$ cat config.mk
export PLATFORM = sky130hd
export DESIGN_NAME = multicycle_ctrl
export DESIGN_NICKNAME = d
export VERILOG_FILES = /design/src/rtl/multicycle_ctrl.sv
export SDC_FILE = /design/constraint.sdc
export NUM_CORES = 1
export LEC_CHECK = 0
export BUFFER_PORTS_ARGS = -buffer_cell sky130_fd_sc_hd__buf_2
export CORE_ASPECT_RATIO = 1.4
export CORE_MARGIN = 2
export CORE_UTILIZATION = 40
export CTS_BUF_LIST = sky130_fd_sc_hd__clkbuf_8
export DETAILED_ROUTE_END_ITERATION = 12
export HOLD_SLACK_MARGIN = 0.05
export PLACE_DENSITY_LB_ADDON = 0.25
export SKIP_CTS_REPAIR_TIMING = 1
export SLEW_MARGIN = 20
export SYNTH_ARGS = -nofsm -noshare
export SYNTH_HDL_FRONTEND = slang
export SYNTH_SLANG_ARGS = --single-unit
$ cat constraint.sdc
create_clock -name clk -period 5.4 [get_ports clk]
set_input_delay 0.27 -clock clk [delete_from_list [all_inputs] [get_ports clk]]
set_output_delay 0.27 -clock clk [all_outputs]
set_load 0.02 [all_outputs]
$ cat src/rtl/multicycle_ctrl.sv
// Multicycle RV32/RV64 control FSM: fetch/decode/exec/mem/wb sequencing, decode of
// datapath selects, handshake timeouts and a retired-instruction counter.
module multicycle_ctrl #(
    parameter int XLEN    = 32,
    parameter int EN_M    = 0,
    parameter int TIMEOUT = 16
) (
    input  logic            clk,
    input  logic            rst_n,
    output logic            imem_req,
    input  logic            imem_ready,
    input  logic [31:0]     inst,
    output logic            dmem_req,
    output logic            dmem_we,
    input  logic            dmem_ready,
    input  logic            is_zero,
    input  logic            less,
    output logic [2:0]      op_imm,
    output logic            alu_asrc,
    output logic [1:0]      alu_bsrc,
    output logic [4:0]      alu_sel,
    output logic            rf_we,
    output logic            pc_we,
    output logic [1:0]      pc_sel,
    output logic [2:0]      state,
    output logic            halted,
    output logic            trap,
    output logic [XLEN-1:0] instret
);

    typedef enum logic [2:0] {
        S_FETCH  = 3'd0,
        S_DECODE = 3'd1,
        S_EXEC   = 3'd2,
        S_MEM    = 3'd3,
        S_WB     = 3'd4,
        S_HALT   = 3'd5,
        S_TRAP   = 3'd6
    } state_e;

    localparam logic [6:0] OPC_LUI    = 7'b0110111;
    localparam logic [6:0] OPC_AUIPC  = 7'b0010111;
    localparam logic [6:0] OPC_JAL    = 7'b1101111;
    localparam logic [6:0] OPC_JALR   = 7'b1100111;
    localparam logic [6:0] OPC_BRANCH = 7'b1100011;
    localparam logic [6:0] OPC_LOAD   = 7'b0000011;
    localparam logic [6:0] OPC_STORE  = 7'b0100011;
    localparam logic [6:0] OPC_OPIMM  = 7'b0010011;
    localparam logic [6:0] OPC_OP     = 7'b0110011;
    localparam logic [6:0] OPC_OPIMMW = 7'b0011011;
    localparam logic [6:0] OPC_OPW    = 7'b0111011;

    localparam logic [31:0] INST_NOP    = 32'h0000_0013;
    localparam logic [31:0] INST_EBREAK = 32'h0010_0073;

    localparam logic [2:0] IMM_I = 3'd0;
    localparam logic [2:0] IMM_U = 3'd1;
    localparam logic [2:0] IMM_B = 3'd2;
    localparam logic [2:0] IMM_S = 3'd3;
    localparam logic [2:0] IMM_J = 3'd4;

    localparam logic [4:0] ALU_ADD  = 5'd0;
    localparam logic [4:0] ALU_SUB  = 5'd1;
    localparam logic [4:0] ALU_SLL  = 5'd2;
    localparam logic [4:0] ALU_SLT  = 5'd3;
    localparam logic [4:0] ALU_SLTU = 5'd4;
    localparam logic [4:0] ALU_XOR  = 5'd5;
    localparam logic [4:0] ALU_SRL  = 5'd6;
    localparam logic [4:0] ALU_SRA  = 5'd7;
    localparam logic [4:0] ALU_OR   = 5'd8;
    localparam logic [4:0] ALU_AND  = 5'd9;
    localparam logic [4:0] ALU_ADDW = 5'd26;
    localparam logic [4:0] ALU_SUBW = 5'd27;
    localparam logic [4:0] ALU_SLLW = 5'd28;
    localparam logic [4:0] ALU_SRLW = 5'd29;
    localparam logic [4:0] ALU_SRAW = 5'd30;
    localparam logic [4:0] ALU_MULW = 5'd31;

    localparam logic [6:0] F7_ZERO = 7'b0000000;
    localparam logic [6:0] F7_ALT  = 7'b0100000;
    localparam logic [6:0] F7_MUL  = 7'b0000001;
    localparam logic [7:0] TMO_LAST = 8'(TIMEOUT - 1);
    localparam logic [XLEN-1:0] ONE = {{(XLEN-1){1'b0}}, 1'b1};

    state_e          state_q, state_d;
    logic [31:0]     ir_q, ir_d;
    logic [XLEN-1:0] instret_q, instret_d;
    logic [7:0]      tmo_q, tmo_d;

    logic [6:0] opcode, f7, f7_sh;
    logic [2:0] f3;
    logic       legal, is_ld, is_st, is_br, is_jal, is_jalr, taken, retire;

    function automatic logic [4:0] alu_base(input logic [2:0] fn3, input logic alt);
        case (fn3)
            3'b000:  return alt ? ALU_SUB : ALU_ADD;
            3'b001:  return ALU_SLL;
            3'b010:  return ALU_SLT;
            3'b011:  return ALU_SLTU;
            3'b100:  return ALU_XOR;
            3'b101:  return alt ? ALU_SRA : ALU_SRL;
            3'b110:  return ALU_OR;
            default: return ALU_AND;
        endcase
    endfunction

    // Decode depends only on IR, which is frozen from DECODE through WB.
    always_comb begin
        // NOTE: every output gets a default first so no path leaves a latch behind.
        opcode   = ir_q[6:0];
        f3       = ir_q[14:12];
        f7       = ir_q[31:25];
        f7_sh    = (XLEN == 64) ? {ir_q[31:26], 1'b0} : f7;
        legal    = 1'b0;
        is_ld    = 1'b0;
        is_st    = 1'b0;
        is_br    = 1'b0;
        is_jal   = 1'b0;
        is_jalr  = 1'b0;
        op_imm   = IMM_I;
        alu_asrc = 1'b0;
        alu_bsrc = 2'b01;
        alu_sel  = ALU_ADD;
        case (opcode)
            OPC_LUI:   begin legal = 1'b1; op_imm = IMM_U; end
            OPC_AUIPC: begin legal = 1'b1; op_imm = IMM_U; alu_asrc = 1'b1; end
            OPC_JAL: begin
                legal = 1'b1; is_jal = 1'b1; op_imm = IMM_J;
                alu_asrc = 1'b1; alu_bsrc = 2'b10;
            end
            OPC_JALR: begin
                legal = (f3 == 3'b000); is_jalr = 1'b1;
                alu_asrc = 1'b1; alu_bsrc = 2'b10;
            end
            OPC_BRANCH: begin
                legal = (f3[2:1] != 2'b01); is_br = 1'b1; op_imm = IMM_B; alu_bsrc = 2'b00;
                alu_sel = !f3[2] ? ALU_SUB : (f3[1] ? ALU_SLTU : ALU_SLT);
            end
            OPC_LOAD: begin
                is_ld = 1'b1;
                legal = (f3 != 3'b111) && ((XLEN == 64) || (f3 != 3'b011 && f3 != 3'b110));
            end
            OPC_STORE: begin
                is_st = 1'b1; op_imm = IMM_S;
                legal = !f3[2] && ((XLEN == 64) || (f3 != 3'b011));
            end
            OPC_OPIMM: begin
                alu_sel = alu_base(f3, ir_q[30]);
                if (f3 == 3'b001)      legal = (f7_sh == F7_ZERO);
                else if (f3 == 3'b101) legal = (f7_sh == F7_ZERO) || (f7_sh == F7_ALT);
                else                   legal = 1'b1;
            end
            OPC_OP: begin
                alu_bsrc = 2'b00;
                if (f7 == F7_ZERO) begin
                    legal = 1'b1; alu_sel = alu_base(f3, 1'b0);
                end else if (f7 == F7_ALT && (f3 == 3'b000 || f3 == 3'b101)) begin
                    legal = 1'b1; alu_sel = alu_base(f3, 1'b1);
                end else if (f7 == F7_MUL && EN_M != 0) begin
                    legal = 1'b1; alu_sel = {2'b10, f3};
                end
            end
            OPC_OPIMMW: begin
                legal = (XLEN == 64) && ((f3 == 3'b000) || (f3 == 3'b001 && f7 == F7_ZERO) ||
                        (f3 == 3'b101 && (f7 == F7_ZERO || f7 == F7_ALT)));
                alu_sel = (f3 == 3'b000) ? ALU_ADDW : (f3 == 3'b001) ? ALU_SLLW :
                          (ir_q[30] ? ALU_SRAW : ALU_SRLW);
            end
            OPC_OPW: begin
                // Only MULW has a W-suffix slot in the ALU op encoding.
                alu_bsrc = 2'b00;
                legal = (XLEN == 64) && (
                        (f7 == F7_ZERO && (f3 == 3'b000 || f3 == 3'b001 || f3 == 3'b101)) ||
                        (f7 == F7_ALT  && (f3 == 3'b000 || f3 == 3'b101)) ||
                        (f7 == F7_MUL  && f3 == 3'b000 && EN_M != 0));
                alu_sel = (f7 == F7_MUL) ? ALU_MULW :
                          (f3 == 3'b000) ? (f7[5] ? ALU_SUBW : ALU_ADDW) :
                          (f3 == 3'b001) ? ALU_SLLW : (f7[5] ? ALU_SRAW : ALU_SRLW);
            end
            default: legal = 1'b0;
        endcase
    end

    assign taken = (f3[2] ? less : is_zero) ^ f3[0];

    always_comb begin
        state_d   = state_q;
        ir_d      = ir_q;
        imem_req  = 1'b0;
        dmem_req  = 1'b0;
        dmem_we   = 1'b0;
        rf_we     = 1'b0;
        pc_we     = 1'b0;
        pc_sel    = 2'b00;
        retire    = 1'b0;
        case (state_q)
            S_FETCH: begin
                imem_req = 1'b1;
                if (imem_ready) begin
                    ir_d    = inst;
                    state_d = S_DECODE;
                end else if (tmo_q == TMO_LAST) begin
                    state_d = S_TRAP;
                end
            end
            S_DECODE: begin
                if (ir_q == INST_EBREAK) state_d = S_HALT;
                else if (!legal)         state_d = S_TRAP;
                else                     state_d = S_EXEC;
            end
            S_EXEC: begin
                if (is_ld || is_st) begin
                    state_d = S_MEM;
                end else if (is_br) begin
                    pc_we   = 1'b1;
                    pc_sel  = taken ? 2'b01 : 2'b00;
                    retire  = 1'b1;
                    state_d = S_FETCH;
                end else begin
                    state_d = S_WB;
                end
            end
            S_MEM: begin
                dmem_req = 1'b1;
                dmem_we  = is_st;
                if (dmem_ready) begin
                    retire  = is_st;
                    state_d = is_st ? S_FETCH : S_WB;
                end else if (tmo_q == TMO_LAST) begin
                    state_d = S_TRAP;
                end
            end
            S_WB: begin
                rf_we   = 1'b1;
                pc_we   = 1'b1;
                pc_sel  = is_jal ? 2'b01 : (is_jalr ? 2'b10 : 2'b00);
                retire  = 1'b1;
                state_d = S_FETCH;
            end
            S_HALT:  state_d = S_HALT;
            S_TRAP:  state_d = S_TRAP;
            default: state_d = S_TRAP;
        endcase

        instret_d = retire ? instret_q + ONE : instret_q;
        tmo_d     = (state_d != state_q || (state_q != S_FETCH && state_q != S_MEM))
                    ? 8'd0 : tmo_q + 8'd1;
    end

    always_ff @(posedge clk or negedge rst_n) begin
        // NOTE: non-blocking assignments keep every register updating from the same pre-edge values.
        if (!rst_n) begin
            state_q   <= S_FETCH;
            ir_q      <= INST_NOP;
            instret_q <= '0;
            tmo_q     <= 8'd0;
        end else begin
            state_q   <= state_d;
            ir_q      <= ir_d;
            instret_q <= instret_d;
            tmo_q     <= tmo_d;
        end
    end

    assign state   = state_q;
    assign halted  = (state_q == S_HALT);
    assign trap    = (state_q == S_TRAP);
    assign instret = instret_q;

endmodule

# Word-level counts from Yosys, hierarchy flattened
# Index checks and enable logic that the tools add are counted.
[classes]
addsub = 2
eq_ne = 33
mux = 55
bitwise = 1
n_reduce_logical = 20
[ops]
columns = ["operator", "count"]
rows = [
  ["$pmux W4 S7", 3],
  ["$mux W3", 12],
  ["$eq A7 B6 Y1 const B", 5],
  ["$add A32 B1 Y32 const B", 1],
  ["$eq A32 B21 Y1 const B", 1],
  ["$pmux W5 S5", 1],
  ["$mux W1", 24],
  ["$eq A7 B5 Y1 const B", 3],
  ["$eq A7 B7 Y1 const B", 3],
  ["$eq A3 B3 Y1 const B", 6],
  ["$pmux W3 S6", 1],
  ["$eq A3 B2 Y1 const B", 4],
  ["$pmux W3 S4", 1],
  ["$mux W5", 2],
  ["$reduce_or A3 Y1", 3],
  ["$add A8 B1 Y8 const B", 1],
  ["$eq A8 B4 Y1 const B", 1],
  ["$mux W2", 4],
  ["$mux W8", 1],
  ["$pmux W2 S2", 2],
  ["$eq A7 B1 Y1 const B", 1],
  ["$eq A7 B2 Y1 const B", 1],
  ["$logic_not A7 Y1", 1],
  ["$pmux W1 S7", 1],
  ["other kinds (16)", 28],
]
[totals]
reg_bits = 75
output_inout_bits = 55

# Longest topological paths before layout
# Gate-level depths: netlist of the first run.
[depth]
ltp_word = 12
mapped_depth = 9
depth_no_buf = 7

# Worst setup path after synthesis of the first run
# No wires, ideal clock.
[synth_timing]
kind = "register to register"
startpoint = "reg state_q[2] (netlist: state[2])"
endpoint = "reg ir_q[2]"
t_arrival_ps = 2294
t_required_ps = 5275
path_slack_ps = 2981
path_stages_with_launch = 7
n_path_buf = 3
synth_period_minus_slack_ps = 2419
path_cell_list = "dfrtp_1 buf_2 nor3_1 and2_1 clkbuf_1 clkbuf_1 mux2_2"
[synth_via]
elab_chain_len = 2
[synth_lines]
columns = ["item", "line_no", "source"]
rows = [
  ["start, declared", "85", "state_e state_q, state_d;"],
  ["start signal, assigned", "258", "state_q <= state_d;"],
  ["$logic_not A3 Y1", "196", "case (state_q)"],
  ["$reduce_and A2 Y1 (no line)", "--", ""],
  ["end signal, assigned", "259", "ir_q <= ir_d;"],
  ["end, declared", "86", "logic [31:0] ir_q, ir_d;"],
]
# Every way passes these cells.
# A chain may end at the register's enable or synchronous reset.

# Worst setup path in the final report of the first run
[layout_timing]
startpoint = "reg ir_q[4]"
endpoint = "out alu_sel[1]"
[layout_via]
elab_chain_len = 2
[layout_lines]
columns = ["item", "line_no", "source"]
rows = [
  ["$eq A7 B6 Y1, or another cell as far along", "124", "case (opcode)"],
  ["$pmux W5 S5 (*)", "124", ""],
  ["end, declared", "21", "output logic [4:0] alu_sel,"],
]
# Mark *: on every way between the ends. The rest lies on a longest branch, timed or not.

==> reports/qor.yml, run 1 <==
synth:
  yosys.area.top_type_share_pct: 46.2
  synth_xor_area_share_pct: 8.76
  synth-edff-count: 0
  syn_avg_cell_area_sq_um: 10.3
  synthCells: 378
  synthAdderAreaFrac_pct: 0.642
  yosys.area.top_type: "dfrtp_1"
  synth-simple-area-share_pct: 22.7
  synth_area_sq_um: 3900
  synth_top_family_by_area: "simple AND/OR/NAND/NOR gates"
  yosys_register_bits: 75
  async_reset_ff_share_pct: 100
  synthMuxAreaShare_pct: 9.18
  yosysUniqueCellTypes: 54
  ys_warn_count: 0
  synth_ff_type: "dfrtp_1"
  synth_commonest_cells: "dfrtp_1, mux2_2, xnor2_1, nand2_1"
  synth.most_common_cell: "dfrtp_1"
  ys_seq_area_share_pct: 48.2
  synth_nets: 418
  synth_area_leaders: "dfrtp_1, mux2_2, xnor2_1, nand3_1, nand2_1"
  synth_compound_area_share_pct: 7.48
routing:
  firstDrtPassIters: 4
  drcViolationCount: 0
  vias_per_cell: 5.49
  wl_met2_um: 4360
  wire_per_inst_um: 15.5
  vias: 3199
  dr.max_layer_used: "met5"
  postRouteAntennaNets: 0
  first_iter_violations: 165
  wirelength_um: 9050
  wl_met3_um: 514
  met1Wirelength_um: 3930
floorplanning:
  start_util_pct: 41.2
  die_area_sq_um: 10600
  coreArea_sq_um: 9460
  boundaryPins: 93
  die_w_um: 87.5
  num_rows: 42
  die-height_um: 121
global_route:
  grt_remaining_overflow: 0
  grt_pass1_vias: 3128
  grt_max_degree: 76
  grt_pass1_wl_um: 15000
  grtUsageTotal_pct: 18.2
  antenna_found_initial: 1
final_layout:
  num_antenna_cells: 0
  drive_gt1_share_pct: 32.1
  regArea_sq_um: 1880
  nNetsFinal: 508
  final_util_pct: 49.6
  multi_input_area_sq_um: 1900
  nFillCells: 922
  syn2layout_area_growth_pct: 20.2
outcome:
  status: "completed"
sta:
  clock_skew_ns: 0.0125
  hold_viol: 0
  tns_ns: 0
  worstMarginPinSlew_ns: 0.728
  fin_crit_ns: 2.69
  clock.fmax_mhz: 372
  slew_violations: 0
  relSlewSlack_pct: 51.0
  finalCritPeriodShare_pct: 49.7
  rsz0062_at_grt: "false"
  setup_violations: 0
critical_path:
  worst_path_max_delay_cell: "dfstp_2"
  end_kind: "output pin"
  crit_chain: "nand2b_1, nor4_2, a22o_1, a31oi_1, o21ai_0, buf_2"
  r2r-end: "instret[11]$_DFFE_PN0P_"
  crit_fanout: 14
  crit_path_start_kind: "flip-flop"
  rr_worst_depth: 7
  arrival_ns: 2.42
  crit_start: "ir_q[4]$_DFFE_PN1P_"
  critPathMaxStageDelay_ns: 0.66
  cp-endpoint: "alu_sel[1]"
  cp.required_ns: 5.13
  worst_r2r_startpoint: "state[1]$_DFF_PN0_"
  r2r_slack_ns: 3.23
  crit_type: "flip-flop to output pin"
worst_hold_path:
  hp-class: "primary input to flip-flop"
  hold_start: "inst[3]"
power:
  p_sw_mw: 0.230
  internal-power_mw: 0.800
  seqPwrFrac_pct: 54.5
  power.leakage_nw: 2.13
  p_comb_share_pct: 2.8
  p_sw_share_pct: 22.4
  powerDensity_nw_per_um2: 220
  power_frac_clock_pct: 42.7
  ir_worst_vdd_v: 0.000148
place:
  gp_congestion: 0.831
  portBuffers: 92
  detailed_place_hpwl_um: 6630
cts:
  htree_levels: 3
  clockBufferDepth: 2
  root_buffer: "clkbuf_8"
  cts_sinks: 75
  numCtsBuffers: 9
  cts.clk_slew.worst_paths_ns: 0.07
  clock_latency_ns: 0.36
  cts_tree: "done"
run:
  drv_cap: 0
==> routing by layer <==
layer	track usage, %	vias to the layer above
li1	-	1541
met3	4.91	22
met2	28.3	96
met5	0	-
met1	23.8	1538
met4	7.79	2
==> placed cells by master, fill, tap and decap left out, types with 11 or more instances in the layout <==
master / n
buf_2: 91
nor3_1: 13
nand2_1: 27
xnor2_1: 30
nand3_1: 24
nor2_1: 24
o21ai_0: 13
nand4_1: 14
dfrtp_1: 72
mux2_2: 30
inv_1: 11
==> critical path, delay by kind of cell, from the launching register on <==
family / cells / cell delay (ns)
and+or+nand+nor: 2 / 0.72
buffers and inverters: 1 / 0.20
AOI/OAI and AO/OA: 3 / 0.48
DFF: 1 / 0.66
==> power by group through the flow <==
stage,logic [mW],registers (mW),clock network [mW]
global placement,0.0262,0.572,0
global route,0.0328,0.561,0.479
CTS,0.0265,0.561,0.453
floorplan,0.000955,0.572,0
detailed placement,0.0264,0.572,0
finish,0.0285,0.561,0.440
==> area by class of cell <==
class	instances	area share (%)
Tap cell	110	2.94
Inverter	11	0.881
Clock inverter	6	1.41
Multi-Input combinational cell	274	40.6
Sequential cell	75	40.1
Timing Repair Buffer	97	11.2
Clock buffer	10	2.94
==> sequential cells by signal (all words and copies together) (netlist names) <==
name     cells
state        3
tmo_q        8
instret     32
ir_q        32
==> through the flow <==
step                hold WS [ns]  cells  total power [mW]  area (sq um)  setup slack (ns)
floorplan                -0.0256    378             0.573          3900              2.98
global placement           0.446    564             0.598          4440              2.97
detailed placement         0.452    564             0.599          4440              2.86
CTS                       0.0888    580              1.04          4640              2.72
global route               0.125    583              1.07          4690              2.56
finish                     0.122    583              1.03          4690              2.71
==> worst min path at each step <==
| stage | endpoint | slack (ns) | cells after the start |
|---|---|---|---|
| 6_report | ir_q[3]$_DFFE_PN0P_ | 0.12 | 3 |
| 5_1_grt | ir_q[3]$_DFFE_PN0P_ | 0.12 | 3 |
| 4_1_cts | ir_q[18]$_DFFE_PN0P_ | 0.09 | 1 |
| 3_5_place_dp | instret[31]$_DFFE_PN0P_ | 0.45 | 1 |
| 3_3_place_gp | tmo_q[0]$_DFF_PN0_ | 0.45 | 1 |
| 2_1_floorplan | instret[0]$_DFFE_PN0P_ | -0.03 | 0 |
==> cells by family after synthesis <==
family                   Yosys count
AND/OR/NAND/NOR                  156
flip-flops                        75
AO/OA/AOI/OAI                     45
XOR/XNOR                          39
multiplexers                      32
buffers and inverters             29
adder cells (fa/ha/maj)            2
No activity file was read; power rests on OpenSTA's default activity.
==> run 2: changes to the inputs <==
Clock period 5.4 ns to 2.3 ns, I/O delays scaled along.
==> reports/qor.yml, run 2 (synthesized netlist as in run 1, its figures left out) <==
final_layout:
  layout_common_cells: "buf_2, dfrtp_1, dlygate4sd3_1"  # was buf_2, dfrtp_1, xnor2_1, mux2_2, nand2_1
  final_util_pct: 53.7  # was 49.6%
  num_antenna_cells: 0  # unchanged
  fin_cells: 627  # was 583
  nNetsFinal: 553  # was 508
  nFillCells: 864  # was 922
  final_common_cell: "buf_2"  # unchanged
  syn2layout_area_growth_pct: 30.2  # was 20.2%
  drive_gt1_share_pct: 32.1  # about the same
power:
  p_total_mw: 2.29  # was 1.03 mW
  p_sw_share_pct: 22.1  # was 22.4%
  ir_worst_vdd_v: 0.000371  # was 0.000148 V
  p_comb_share_pct: 4.6  # was 2.8%
  powerDensity_nw_per_um2: 450  # was 220 nW/um^2
  internal-power_mw: 1.78  # was 0.800 mW
  p_sw_mw: 0.506  # was 0.230 mW
  seqPwrFrac_pct: 57.7  # was 54.5%
  power.leakage_nw: 2.32  # was 2.13 nW
  power_frac_clock_pct: 37.8  # was 42.7%
routing:
  wire_per_inst_um: 15.9  # was 15.5 um
  postRouteAntennaNets: 0  # unchanged
  vias: 3390  # was 3,199
  vias_per_cell: 5.41  # was 5.49
  firstDrtPassIters: 4  # unchanged
  drcViolationCount: 0  # unchanged
  wirelength_um: 9940  # was 9050 um
  first_iter_violations: 158  # was 165
worst_hold_path:
  hold_start: "dmem_ready"  # was inst[3]
  hp-class: "primary input to flip-flop"  # unchanged
sta:
  setup_violations: 0  # unchanged
  clock.fmax_mhz: 464
  tns_ns: 0  # unchanged
  slew_violations: 0  # unchanged
  relSlewSlack_pct: 36.7  # was 51.0%
  rsz0062_at_grt: "false"  # unchanged
  worstMarginPinSlew_ns: 0.949  # was 0.728 ns
  hold_viol: 0  # unchanged
  clock_skew_ns: 0.0141  # was 0.0125 ns
  finalCritPeriodShare_pct: 93.6
  fin_crit_ns: 2.15
cts:
  cts_sinks: 75  # unchanged
  clockBufferDepth: 2  # unchanged
  numCtsBuffers: 9  # unchanged
  root_buffer: "clkbuf_8"  # unchanged
  clock_latency_ns: 0.35  # was 0.36 ns
  htree_levels: 3  # unchanged
  cts_tree: "done"  # unchanged
  cts.clk_slew.worst_paths_ns: 0.08  # was 0.07 ns
critical_path:
  crit_chain: "nand4bb_1, a2111oi_1, a21oi_1, o211ai_1, buf_2"  # was nand2b_1, nor4_2, a22o_1, a31oi_1, o21ai_0, buf_2
  crit_start: "ir_q[0]$_DFFE_PN1P_"  # was ir_q[4]$_DFFE_PN1P_
  arrival_ns: 2.04  # was 2.42 ns
  crit_type: "flip-flop to output pin"  # unchanged
  critPathMaxStageDelay_ns: 0.58  # was 0.66 ns
  crit_path_start_kind: "flip-flop"  # unchanged
  crit_fanout: 7  # was 14
  crit_family: "compound AO/OA/AOI/OAI gates"  # was simple AND/OR/NAND/NOR gates
  cp.required_ns: 2.18  # was 5.13 ns
  crit_buf_inv: 1  # unchanged
  worst_path_max_delay_cell: "dfstp_2"  # unchanged
  worst_r2r_startpoint: "instret[12]$_DFFE_PN0P_"  # was state[1]$_DFF_PN0_
  end_kind: "output pin"  # unchanged
  r2r_slack_ns: 0.18  # was 3.23 ns
place:
  gp_congestion: 0.853  # was 0.831
  detailed_place_hpwl_um: 6960  # was 6630 um
  portBuffers: 92  # unchanged
  dp_cells: 575  # was 564
global_route:
  grt_remaining_overflow: 0  # unchanged
  grt_max_degree: 76  # unchanged
  met2_usage_pct: 29.8  # was 28.3%
  grtUsageTotal_pct: 18.8  # was 18.2%
  busiest_layer: "met2"  # unchanged
  grt_pass1_vias: 3148  # was 3,128
  antenna_found_initial: 0  # was 1
  grt_use_met1_pct: 25.0  # was 23.8%
  grt_pass1_wl_um: 15600  # was 15,000 um
  groute.layer.met3.usage_pct: 4.51  # was 4.91%
floorplanning:
  die_area_sq_um: 10600  # unchanged
  start_util_pct: 41.2  # unchanged
  num_rows: 42  # unchanged
  die_w_um: 87.5  # unchanged
  boundaryPins: 93  # unchanged
  die-height_um: 121  # unchanged
  coreArea_sq_um: 9460  # unchanged
outcome:
  status: "completed"  # unchanged
run:
  drv_cap: 0  # unchanged
## run 2: cell count changes in the layout (fill, tap and decap cells not counted), moves of 2 or more
cell	change
buf_4	+14
clkinv_4	-2
dlygate4sd3_1	+32
inv_1	+2
## run 2: area by class of cell
type | instances | area, sq um | share of cell area, %
multi-input cells | 274 | 1920 | 37.9
flip-flops and latches | 75 | 1880 | 37.0
repair buffers | 142 | 933 | 18.4
clock buffers | 10 | 138 | 2.71
well taps | 110 | 138 | 2.71
inverters | 11 | 41.3 | 0.813
clock inverters | 5 | 23.8 | 0.468
## run 2: path summary, 6_finish.rpt
kind | endpoint | depth (start not counted)
min in group asynchronous | ir_q[8]$_DFFE_PN0P_ | 2
worst min register to register | tmo_q[0]$_DFF_PN0_ | 1
worst min-delay path | state[2]$_DFF_PN0_ | 3
max in group asynchronous | state[1]$_DFF_PN0_ | 2
worst max-delay path | alu_sel[0] | 5
worst max register to register | instret[31]$_DFFE_PN0P_ | 5
## run 2: power groups by stage
stage	Combinational, mW	Clock (mW)	Sequential [mW]
6_report	0.105	0.863	1.32
5_1_grt	0.117	0.945	1.32
4_1_cts	0.0633	0.900	1.32
3_5_place_dp	0.0632	0	1.34
3_3_place_gp	0.0621	0	1.34
2_1_floorplan	0.00224	0	1.34
## run 2: layer usage
layer | up-vias | part of all wire (%)
met2 | 106 | 50
met3 | 12 | 5.5
met5 | - | 0
met4 | 0 | 1.8
met1 | 1635 | 43
li1 | 1637 | -
## run 2: worst min-delay path, delay by kind of cell
kind	cells	cell delay [ns]
AOI/OAI and AO/OA	2	0.20
buffers and inverters	1	0.13
## run 2: per-stage QoR
| step | hold slack, ns | area (sq um) | setup WS (ns) |
|---|---|---|---|
| final | 0.131 | 5080 | 0.147 |
| after global routing | 0.155 | 5080 | 0.0157 |
| after CTS | -0.0623 | 4710 | -0.0861 |
| after detailed placement | 0.323 | 4540 | 0.198 |
| after global placement | 0.322 | 4540 | 0.230 |
| after floorplan | -0.181 | 3910 | 0.0609 |
==> run 3: changes to the inputs <==
Settings changed: RECOVER_POWER set to 25.
==> reports/qor.yml, run 3 (synthesized netlist as in run 1, its figures left out) <==
sta:
  clock.fmax_mhz: 463  # was 464 MHz
  clock_skew_ns: 0.0149  # was 0.0141 ns
  finalCritPeriodShare_pct: 93.9  # was 93.6%
  fin_ws_ns: 0.140  # was 0.147 ns
  hold_viol: 0  # unchanged
  slew_violations: 0  # unchanged
  setup_violations: 0  # unchanged
  worstMarginPinSlew_ns: 0.954  # was 0.949 ns
  fin_crit_ns: 2.16  # was 2.15 ns
  relSlewSlack_pct: 36.4  # was 36.7%
  rsz0062_at_grt: "false"  # unchanged
global_route:
  grt_max_degree: 76  # unchanged
  grt_remaining_overflow: 0  # unchanged
  grt_pass1_wl_um: 15600  # unchanged
  antenna_found_initial: 0  # unchanged
  grt_pass1_vias: 3148  # unchanged
  grtUsageTotal_pct: 18.8  # unchanged
place:
  gp_congestion: 0.853  # unchanged
  place_area_sq_um: 4540  # unchanged
  portBuffers: 92  # unchanged
  detailed_place_hpwl_um: 6960  # unchanged
  post-place-ws_ns: 0.198  # unchanged
  dp_cells: 575  # unchanged
cts:
  clock_latency_ns: 0.35  # about the same
  cts_sinks: 75  # unchanged
  cts.clk_slew.worst_paths_ns: 0.08  # about the same
  htree_levels: 3  # unchanged
  numCtsBuffers: 9  # unchanged
  root_buffer: "clkbuf_8"  # unchanged
  cts_tree: "done"  # unchanged
  clockBufferDepth: 2  # unchanged
final_layout:
  nNetsFinal: 553  # unchanged
  num_antenna_cells: 0  # unchanged
  layout_common_cells: "dfrtp_1, buf_2, dlygate4sd3_1, clkbuf_1"  # was buf_2, dfrtp_1, dlygate4sd3_1
  syn2layout_area_growth_pct: 29.1  # was 30.2%
  fin_cells: 627  # unchanged
  final_common_cell: "dfrtp_1"  # was buf_2
  drive_gt1_share_pct: 25.7  # was 32.1%
  final_area_sq_um: 5030  # was 5080 sq um
routing:
  wire_per_inst_um: 15.8  # was 15.9 um
  vias_per_cell: 5.43  # was 5.41
  first_iter_violations: 157  # was 158
  firstDrtPassIters: 4  # unchanged
  postRouteAntennaNets: 0  # unchanged
  drcViolationCount: 0  # unchanged
  wirelength_um: 9920  # was 9940 um
  vias: 3407  # was 3,390
critical_path:
  cp-endpoint: "alu_sel[0]"  # unchanged
  rr_worst_depth: 5  # unchanged
  crit_chain: "nand4bb_1, a2111oi_1, a21oi_1, o211ai_1, buf_2"  # unchanged
  r2r_slack_ns: 0.18  # about the same
  crit_type: "flip-flop to output pin"  # unchanged
  crit_start: "ir_q[1]$_DFFE_PN1P_"  # was ir_q[0]$_DFFE_PN1P_
  cp.required_ns: 2.18  # about the same
  worst_path_max_delay_cell: "dfstp_2"  # unchanged
  critPathMaxStageDelay_ns: 0.58  # about the same
  arrival_ns: 2.05  # was 2.04 ns
  r2r-end: "instret[31]$_DFFE_PN0P_"  # unchanged
  crit_fanout: 7  # unchanged
  end_kind: "output pin"  # unchanged
  worst_r2r_startpoint: "instret[12]$_DFFE_PN0P_"  # unchanged
  crit_path_start_kind: "flip-flop"  # unchanged
floorplanning:
  die-height_um: 121  # unchanged
  num_rows: 42  # unchanged
  die_w_um: 87.5  # unchanged
  boundaryPins: 93  # unchanged
  coreArea_sq_um: 9460  # unchanged
  start_util_pct: 41.2  # unchanged
  die_area_sq_um: 10600  # unchanged
power:
  ir_worst_vdd_v: 0.000368  # was 0.000371 V
  powerDensity_nw_per_um2: 454  # was 450 nW/um^2
  power.leakage_nw: 2.20  # was 2.32 nW
run:
  drv_cap: 0  # unchanged
worst_hold_path:
  hold_start: "dmem_ready"  # unchanged
  hp-class: "primary input to flip-flop"  # unchanged
outcome:
  status: "completed"  # unchanged
run 3: cell types whose count changed in the layout (fill, tap and decap cells not counted):
cell and delta:
clkbuf_1 +33, buf_2 -33
run 3: how the worst min path moves through the flow:
stage | to | slack (ns) | depth (start not counted)
after CTS | ir_q[8]$_DFFE_PN0P_ | -0.06 | 1
after floorplan | instret[0]$_DFFE_PN0P_ | -0.18 | 0
after global routing | state[2]$_DFF_PN0_ | 0.15 | 3
after global placement | ir_q[22]$_DFFE_PN0P_ | 0.32 | 1
final | state[2]$_DFF_PN0_ | 0.13 | 3
after detailed placement | ir_q[19]$_DFFE_PN0P_ | 0.32 | 1
run 3: stage by stage:
step                utilization [%]  power [mW]  hold WS [ns]  setup TNS, ns
floorplan                         -        1.35        -0.181              0
global placement               48.0        1.41         0.322              0
detailed placement             48.0        1.41         0.323              0
CTS                            49.7        2.28       -0.0623         -0.132
global route                   53.2        2.38         0.155              0
finish                         53.2        2.29         0.131              0
run 3: critical path: cells and delay by family (launching register included):
family | cells | cell delay, ns
AOI/OAI and AO/OA | 3 | 0.65
buffers and inverters | 1 | 0.20
DFF | 1 | 0.58
and+or+nand+nor | 1 | 0.28
run 3: final cells by class:
class	count	area [sq um]
fill	880	4420
timing repair buffer	142	892
multi-input combinational	274	1920
clock buffer	10	138
sequential	75	1880
inverter	11	41.3
clock inverter	5	23.8
tap	110	138
run 3: per-layer routing:
metal | GRT usage [%] | wire length [um]
met1 | 25.0 | 4320
met2 | 29.8 | 4960
met3 | 4.51 | 505
met4 | 6.73 | 138
met5 | 0 | 0
run 3: report_power, final:
group	internal (mW)	leakage [nW]	switching [mW]	total (mW)
combinational	0.0604	1.14	0.0448	0.105
clock	0.402	0.0919	0.460	0.862
sequential	1.32	0.975	0	1.32
total	1.78	2.20	0.505	2.29
